<file path="src/rtl/upb_serial.sv">
// G.726 UPB zero-section coefficient update, one tap per cycle across B1..B6.
// Optional UPB_STALL_EN: taps advance only on Un_valid; otherwise Un is taken every update cycle.
module upb_serial #(
   parameter int NTAPS = 6,
   parameter int BW    = 16
) (
   input  logic                  clk,
   input  logic                  reset,
   input  logic                  start,
   input  logic [1:0]            rate,
   input  logic [15:0]           DQ,
   input  logic                  tr,
   input  logic                  Un,
   input  logic                  Un_valid,
   output logic [2:0]            tap_sel,
   output logic                  busy,
   output logic                  done,
   output logic [NTAPS*BW-1:0]   bn_flat
);

   localparam logic [1:0] S_IDLE = 2'd0;
   localparam logic [1:0] S_UPD  = 2'd1;
   localparam logic [1:0] S_DONE = 2'd2;

   localparam logic [2:0]           LAST_TAP = 3'(NTAPS - 1);
   localparam logic signed [BW-1:0] STEP     = BW'(128);

   logic [1:0]            state;
   logic                  dq_nz;
   logic                  tr_c;
   logic [1:0]            rate_c;
   logic signed [BW-1:0]  bn [NTAPS];
   logic                  accept;
   logic signed [BW-1:0]  bn_cur;
   logic signed [BW-1:0]  bn_next;

   // Gradient step: +/- 2^-7 in Q14, suppressed when the captured DQ magnitude is zero.
   function automatic logic signed [BW-1:0] gain_step(input logic nz, input logic u);
      if (!nz)
         return '0;
      return u ? -STEP : STEP;
   endfunction

   // Leakage toward zero: 2^-9 at 40 kbit/s, 2^-8 at the other rates.
   function automatic logic signed [BW-1:0] leak_term(input logic signed [BW-1:0] b,
                                                      input logic [1:0] r);
      return (r == 2'b00) ? (b >>> 9) : (b >>> 8);
   endfunction

   function automatic logic signed [BW-1:0] next_coef(input logic signed [BW-1:0] b,
                                                      input logic nz, input logic u,
                                                      input logic [1:0] r, input logic t);
      if (t)
         return '0;
      return b + gain_step(nz, u) - leak_term(b, r);
   endfunction

`ifdef UPB_STALL_EN
   assign accept = (state == S_UPD) && Un_valid;
`else
   logic unused_un_valid;
   assign unused_un_valid = Un_valid;
   assign accept = (state == S_UPD);
`endif

   assign bn_cur  = bn[tap_sel];
   assign bn_next = next_coef(bn_cur, dq_nz, Un, rate_c, tr_c);

   // Per-sample operands are latched only when a start is accepted.
   always_ff @(posedge clk) begin
      if (state == S_IDLE && start) begin
         dq_nz  <= |DQ[14:0];
         tr_c   <= tr;
         rate_c <= rate;
      end
   end

   always_ff @(posedge clk) begin
      if (reset) begin
         state   <= S_IDLE;
         tap_sel <= 3'd0;
         busy    <= 1'b0;
         done    <= 1'b0;
         for (int i = 0; i < NTAPS; i++)
            bn[i] <= '0;
      end else begin
         done <= 1'b0;
         case (state)
            S_IDLE: begin
               if (start) begin
                  state   <= S_UPD;
                  busy    <= 1'b1;
                  tap_sel <= 3'd0;
               end
            end
            S_UPD: begin
               if (accept) begin
                  bn[tap_sel] <= bn_next;
                  if (tap_sel == LAST_TAP) begin
                     state   <= S_DONE;
                     done    <= 1'b1;
                     tap_sel <= 3'd0;
                  end else begin
                     tap_sel <= tap_sel + 3'd1;
                  end
               end
            end
            S_DONE: begin
               state <= S_IDLE;
               busy  <= 1'b0;
            end
            default: begin
               state <= S_IDLE;
               busy  <= 1'b0;
            end
         endcase
      end
   end

   for (genvar g = 0; g < NTAPS; g++) begin : g_flat
      assign bn_flat[g*BW +: BW] = bn[g];
   end

endmodule
</file>
<file path="config.mk">
export PLATFORM = sky130hd
export DESIGN_NAME = upb_serial
export DESIGN_NICKNAME = d
export VERILOG_FILES = /design/src/rtl/upb_serial.sv
export SDC_FILE = /design/constraint.sdc
export NUM_CORES = 1
export LEC_CHECK = 0
export ABC_CLOCK_PERIOD_IN_PS = 5850
export CORE_MARGIN = 2
export CORE_UTILIZATION = 50
export DETAILED_ROUTE_END_ITERATION = 7
export PLACE_DENSITY = 0.86
export SLEW_MARGIN = 20
export SYNTH_ARGS = -nofsm -noshare
export SYNTH_HDL_FRONTEND = slang
export SYNTH_SLANG_ARGS = --single-unit
export TNS_END_PERCENT = 1
</file>
<file path="constraint.sdc">
create_clock -name clk -period 5.85 [get_ports clk]
set_input_delay 1.17 -clock clk [delete_from_list [all_inputs] [get_ports clk]]
set_output_delay 1.17 -clock clk [all_outputs]
set_load 0.005 [all_outputs]
</file>
==> Word level (Yosys, flattened, before mapping) <==
Memory sizes are Yosys's and may differ from the RTL's. A register that Yosys moved wholly into a read port is not among the register bits.
Cells that the tools add are included.
{ "word_totals": {"out_inout_bits": 101, "memories": 1, "regBits": 11, "in_bits": 24, "ramBits": 96, "wordCells": 55} }
{ "mem_list": {"columns": ["memory", "depth", "width", "rd", "rd_ports_with_merged_regs", "write_ports", "line_no", "text"], "rows": [
  ["bn", 6, 16, 7, 1, 6, "32", "logic signed [BW-1:0] bn [NTAPS];"]
]} }
{ "classes": {"n_bitwise": 1, "reduce_logical": 10, "mux": 29, "addsub": 3, "eq_ne": 4} }
{ "ops": {"columns": ["cell", "n"], "rows": [
  ["two-way mux 16 bit", 7],
  ["adder 16 bit", 1],
  ["OR reduction 16 bit", 1],
  ["subtractor 16 x 8 -> 16 bit", 1],
  ["two-way mux 3 bit", 5],
  ["OR reduction 15 bit", 1],
  ["two-way mux 1 bit", 11],
  ["two-way mux 7 bit", 1],
  ["one-hot mux 3 bit (2 select lines)", 1],
  ["AND reduction 2 bit", 3],
  ["zero test 2 bit", 2],
  ["two-way mux 2 bit", 2],
  ["one-hot mux 2 bit (2 select lines)", 1],
  ["adder 3 x 1 -> 3 bit, second input constant", 1],
  ["equality test 3 bit, second input constant", 1],
  ["equality test 2 x 1 -> 1 bit, second input constant", 1],
  ["inequality test 2 x 1 -> 1 bit, second input constant", 1],
  ["inequality test 2 bit, second input constant", 1],
  ["one-hot mux 1 bit (2 select lines)", 1],
  ["nonzero test 2 bit", 1],
  ["OR reduction 2 bit", 1],
  ["logical AND 1 bit", 1],
  ["inverter 1 bit", 1]
]} }

==> Logic depth before layout (Yosys ltp) <==
Gate-level depths: netlist of the first run.
{ "depth": {"word_depth": 8, "mapped_depth": 15, "ltp_nobuf": 13} }

==> Least setup slack after synthesis of the first run <==
Ideal clock, no wire load.
{ "synth_path": {"kind": "register -> register", "startpoint": "register (tool-made name)", "endpoint": "memory bn[5][14] (data pin)", "setup_ns": 0.273, "required_time_ns": 5.577, "synth_period_minus_slack_ns": 4.223, "n_path_buf": 3, "stages_incl_launch_ff": 16, "slack_ns": 1.627, "arrival_time_ns": 3.950, "path_cell_list": "dfxtp_1 buf_2 buf_2 mux4_2 mux2i_1 inv_1 fa_1 inv_1 ha_1 buf_6 and3_1 a221oi_2 o22ai_1 a311oi_2 xor2_2 nor2_1"} }
{ "synth_lines": {"columns": ["item", "line_no"], "rows": [
  ["end: declaration", "32"]
]} }

==> results of run 1 <==
-- cell families (layout without fill, tap and decap cells) --
group / count (synthesis) / count (layout)
AO/OA/AOI/OAI: 46 / 46
AND/OR/NAND/NOR: 170 / 170
flip-flops: 142 / 142
XOR/XNOR: 10 / 10
buffers and inverters: 46 / 186
adder cells (fa/ha/maj): 30 / 30
multiplexers: 57 / 57
-- power by group --
group,leakage [nW],total [mW],switching (mW),internal (mW)
sequential,1.39,1.18,0.0311,1.15
clock,0.282,1.08,0.411,0.665
combinational,1.58,0.647,0.386,0.262
total,3.25,2.90,0.828,2.07
-- worst paths after layout --
path,startpoint,to,slack (ns),cells after the start
max,flop,bn[5][13]$_DFFE_PP_,0.87,13
min,state[1]$_SDFFE_PP0P_,busy$_SDFFE_PP0P_,0.51,1
max reg2reg,flop,bn[5][13]$_DFFE_PP_,0.87,13
min reg2reg,state[1]$_SDFFE_PP0P_,busy$_SDFFE_PP0P_,0.51,1
-- critical path, cell delays in order (launching register included) --
cell and delay, ns:
dfxtp_2 0.63, buf_4 0.32, mux4_2 0.52, mux2i_1 0.35, mux2_2 0.25, ha_1 0.24
ha_1 0.26, fa_1 0.45, a211oi_1 0.30, o21ai_1 0.16, a41oi_1 0.37, nor2_1 0.10
nor3_2 0.57, nor2_1 0.15
-- layer usage --
metal  vias to the layer above  wire, µm  track usage, %
met2                       335      9710            43.5
met4                         0       546            10.8
met1                      2488      6970            33.5
met5                         -         0               0
met3                        48      1760            4.59
li1                       2126         -               -
-- state kept, by name (all words and copies together) (netlist names), named ones only --
register,count
busy,1
tap_sel,3
tr_c,1
done,1
state,2
rate_c,2
bn,128
dq_nz,1
-- stage by stage --
step                      power (mW)  setup slack, ns  area, µm²  hold WS [ns]  std cells
after global placement          1.80             1.09       8400         0.478        790
after detailed placement        1.82             1.03       8400         0.490        790
final                           2.90            0.875       8980         0.506        821
after CTS                       2.89            0.920       8980         0.501        821
after global routing            3.00            0.678       8980         0.541        821
after floorplan                 1.60             1.63       6990         0.450        501
-- cell type report --
cell class                      count  area share [%]
Clock inverter                     11            1.59
Inverter                           26            1.09
Tap cell                          180            2.51
Clock buffer                       20            4.86
Multi-Input combinational cell    313            29.4
Timing Repair Buffer              129            14.2
Sequential cell                   142            46.4
-- placed cells by master, fill, tap and decap left out, types with 4 or more instances in the layout --
cell	n
edfxtp_1	132
clkdlybuf4s50_1	122
nor2_1	103
mux4_2	32
inv_1	26
ha_1	21
nand2_1	20
clkbuf_16	17
mux2_2	14
mux2i_1	11
a21oi_1	11
fa_1	9
dfxtp_1	9
nand2b_1	8
nor3_1	8
o21ai_0	7
nand3_1	7
buf_4	7
a21o_1	6
xor2_1	5
nor4_1	4
==> results.cfg, run 1 <==
[clocking]
cts_root_buffer = clkbuf_16
cts.sinks = 142
h-tree-depth = 4
cts_resized = 0
cts_buffer_depth = 2
cts_buffers = 17
postCtsHoldBufs = 0
clk_pin_slew_ns = 0.05
tritoncts = built
clock_latency_ns = 0.43
cts_setup_buffers = 0

[yosys]
synth_edf_count = 132
yosysWarnings = 0
synth_most_common_cell = edfxtp_1
yosys-top-cells-area = edfxtp_1, mux4_2, nor2_1
seq_area_frac_synth_pct = 59.6
syn-num-nets = 555
avgSynthCellArea_um2 = 13.9
synth_compound_area_share_pct = 4.80
synth_top_area_cell = edfxtp_1
ys_async_sr_fraction_pct = 0
synth.top_cell.area_share_pct = 56.7
ys.flop_type = edfxtp_1
synthAdderAreaFrac_pct = 6.34
synth_common_cells = edfxtp_1, nor2_1, mux4_2
synthXorXnorAreaFrac_pct = 1.47
synth_top_family_by_area = multiplexers
synth_cells = 501
yosys.area_share.simple_pct = 10.9
synth.area.mux_share_pct = 14.2
ys_ff_latch = 142
syn_area_um2 = 6990
synth.distinct_cells = 55

[floorplan]
rows = 43
ios = 125
die-area_um2 = 14900
initial_utilization_pct = 50.7
core_um2 = 13800
die_w_um = 122
die_h_um = 122

[placement]
gp_congestion = 0.887
io_buffers = 122
dp.final_hpwl_um = 13000

[route]
via_per_inst = 6.09
first_iter_violations = 596
route.vias.total = 4997
wire_per_inst_um = 23.1
ant_nets = 0
firstDrtPassIters = 5
drt_wl_total_um = 19000
route.detailed.drc = 0

[hold_path]
hp-class = flop to flop

[critical_path]
cp_max_fo = 13
cp.required_ns = 5.99
cp-start-kind = flop
cp.arrival_ns = 5.11
crit_path_end_kind = flop
crit_type = flop to flop

[timing]
fin_crit_ns = 4.98
fmax_mhz = 201
fin_skew_ns = 0.00942
finalMaxSlewViolations = 0
rsz0062_at_grt = no
setup_viol = 0
finalHoldViolCount = 0
period_share_pct = 85.0
maxSlewHeadroom_pct = 25.2
finalSetupTns_ns = 0
tightest_slew_ns = 1.12

[grt]
grt_first_pass_wirelength_um = 27900
grt_usage_pct = 25.9
grt_max_degree = 19
grt_pass1_vias = 4916
grt_overflow = 0
antenna_found_initial = 0

[run]
cap_violations = 0

[layout]
regArea_um2 = 4170
diodes = 0
finish.utilization_pct = 65.2
multi_input_area_um2 = 2640
area_growth_pct = 28.6
fillers = 971
fin_nets = 683
drive_gt1_share_pct = 15.0

[status]
status = complete, no violations

[power]
p_leak_nw = 3.25
ir_drop_mv = 0.204
p_per_area_nw_per_um2 = 323
Power figures use the tool's default switching activity.
==> inputs of run 2 (changes only) <==
- TNS_END_PERCENT: 1 -> default
==> results of run 2 <==
No change in the layout: final DEF, timing and power equal those of run 1.
==> inputs of run 3 (changes only) <==
- CORE_MARGIN: 2 -> default
==> run 3 against run 2 <==
Utilization rose by 1.7 points; sequential share of layout area fell by 0.12 points; design area rose by 0.25%; power rose by 1.1%; critical path depth fell by 1; die area fell by 3.2%; clock power barely moved; cell count fell by 0.37%; critical path type unchanged; critical endpoint is now bn[5][14]$_DFFE_PP_; largest cell class unchanged.
==> results.cfg, run 3 (same netlist as run 1, synthesis figures left out) <==
[critical_path]
cp_max_fo = 16
cp.required_ns = 5.99
critical-path-top-cell-by-count = inv_1
r2r_end = bn[5][14]$_DFFE_PP_
crit_type = flop to flop
cp_num_buf_inv = 2
r2r_cells = 12
cpLargestDelayFamily = multiplexers
slowest_stage = dfxtp_2
cp-start-kind = flop
cp.arrival_ns = 5.11
crit_path_end_kind = flop
r2r_setup_slack_ns = 0.88
cp_slowest_stage_delay_ns = 0.71
crit_chain = mux4_2 -> mux2i_1 -> inv_1 -> fa_1 -> inv_1 -> ha_1 -> and3_1 -> a221oi_2 -> o22ai_1 -> a311oi_2 -> xor2_2 -> nor2_1

[layout]
largest_reg_flops = 128
area_growth_pct = 28.9
drive_gt1_share_pct = 15.1
final_common_cell = edfxtp_1
top_regs = bn (128), tap_sel (3)
top_register = bn
fin_nets = 683
diodes = 0
final_cell_mix = edfxtp_1, clkdlybuf4s50_1, nor2_1, mux4_2, inv_1
final_cells = 818

[placement]
placed_cells = 786
dp.final_hpwl_um = 13300
gp_congestion = 0.864
io_buffers = 122

[timing]
rsz0062_at_grt = no
fin_crit_ns = 4.97
worst_hold_slack_ns = 0.529
period_share_pct = 84.9
finalSetupTns_ns = 0
finalMaxSlewViolations = 0
maxSlewHeadroom_pct = 34.0
fmax_mhz = 201
finalHoldViolCount = 0
tightest_slew_ns = 0.990
fin_skew_ns = 0.0120
setup_viol = 0

[floorplan]
die_h_um = 120
core_um2 = 13500
die-area_um2 = 14400
initial_utilization_pct = 51.9
ios = 125
rows = 42
die_w_um = 120

[clocking]
cts_buffers = 17
cts_root_buffer = clkbuf_16
cts_resized = 0
cts.sinks = 142
tritoncts = built
cts_setup_buffers = 0
clock_latency_ns = 0.42
cts_buffer_depth = 2
clk_pin_slew_ns = 0.06
h-tree-depth = 4
postCtsHoldBufs = 0

[grt]
grt_first_pass_wirelength_um = 28700
grt_pass1_vias = 5020
grt_usage_pct = 27.6
grt_max_degree = 19
antenna_found_initial = 0
grt_overflow = 0

[status]
status = complete, no violations

[route]
drt_wl_total_um = 19000
wire_per_inst_um = 23.3
via_per_inst = 6.16
ant_nets = 0
route.detailed.drc = 0
firstDrtPassIters = 5
route.vias.total = 5036
first_iter_violations = 776

[power]
p_per_area_nw_per_um2 = 326
power_mw = 2.93
p_leak_nw = 3.26
ir_drop_mv = 0.206

[hold_path]
whs_endpoint = busy$_SDFFE_PP0P_
hold_path_depth = 1
hp-class = flop to flop
min_from = state[1]$_SDFFE_PP0P_

[run]
cap_violations = 0
-- run 3: worst max-delay path by stage --
| stage | startpoint | to | slack (ns) | cells after the start |
|---|---|---|---|---|
| floorplan | flop | bn[5][14]$_DFFE_PP_ | 1.63 | 15 |
| global placement | flop | bn[6][14]$_DFFE_PP_ | 1.01 | 12 |
| detailed placement | flop | bn[6][14]$_DFFE_PP_ | 0.93 | 12 |
| CTS | flop | bn[6][14]$_DFFE_PP_ | 0.89 | 12 |
| global route | flop | bn[5][14]$_DFFE_PP_ | 0.58 | 12 |
| finish | flop | bn[5][14]$_DFFE_PP_ | 0.88 | 12 |
-- run 3: report_power, final --
group	total, mW	internal [mW]	switching, mW
clock network	1.10	0.707	0.396
registers	1.18	1.15	0.0326
logic	0.650	0.262	0.388
-- run 3: worst reg2reg max path: stages, from the launching register on --
cell and delay (ns):
dfxtp_2 0.71, mux4_2 0.60, mux2i_1 0.42, inv_1 0.36
fa_1 0.61, inv_1 0.04, ha_1 0.40, and3_1 0.25
a221oi_2 0.29, o22ai_1 0.15, a311oi_2 0.35, xor2_2 0.40
nor2_1 0.13
-- run 3: layout make-up --
class / count / area [µm²]
fill: 897 / 4450
sequential: 142 / 4170
multi-input combinational: 313 / 2640
timing repair buffer: 129 / 1270
clock buffer: 19 / 433
tap: 176 / 220
clock inverter: 13 / 171
inverter: 26 / 97.6
-- run 3: layer usage --
layer / up-vias / wire length, µm / track usage (%)
met2: 406 / 9550 / 45.1
met1: 2436 / 6640 / 34.4
met3: 64 / 2180 / 7.97
met4: 0 / 669 / 11.7
met5: - / 0 / 0
li1: 2130 / - / -
-- run 3: per-stage QoR --
step	setup slack (ns)	util, %	cell area [µm²]
floorplan	1.63	-	6990
global placement	1.01	62.4	8400
detailed placement	0.933	62.4	8400
CTS	0.892	66.9	9000
global route	0.584	66.9	9000
finish	0.881	66.9	9000
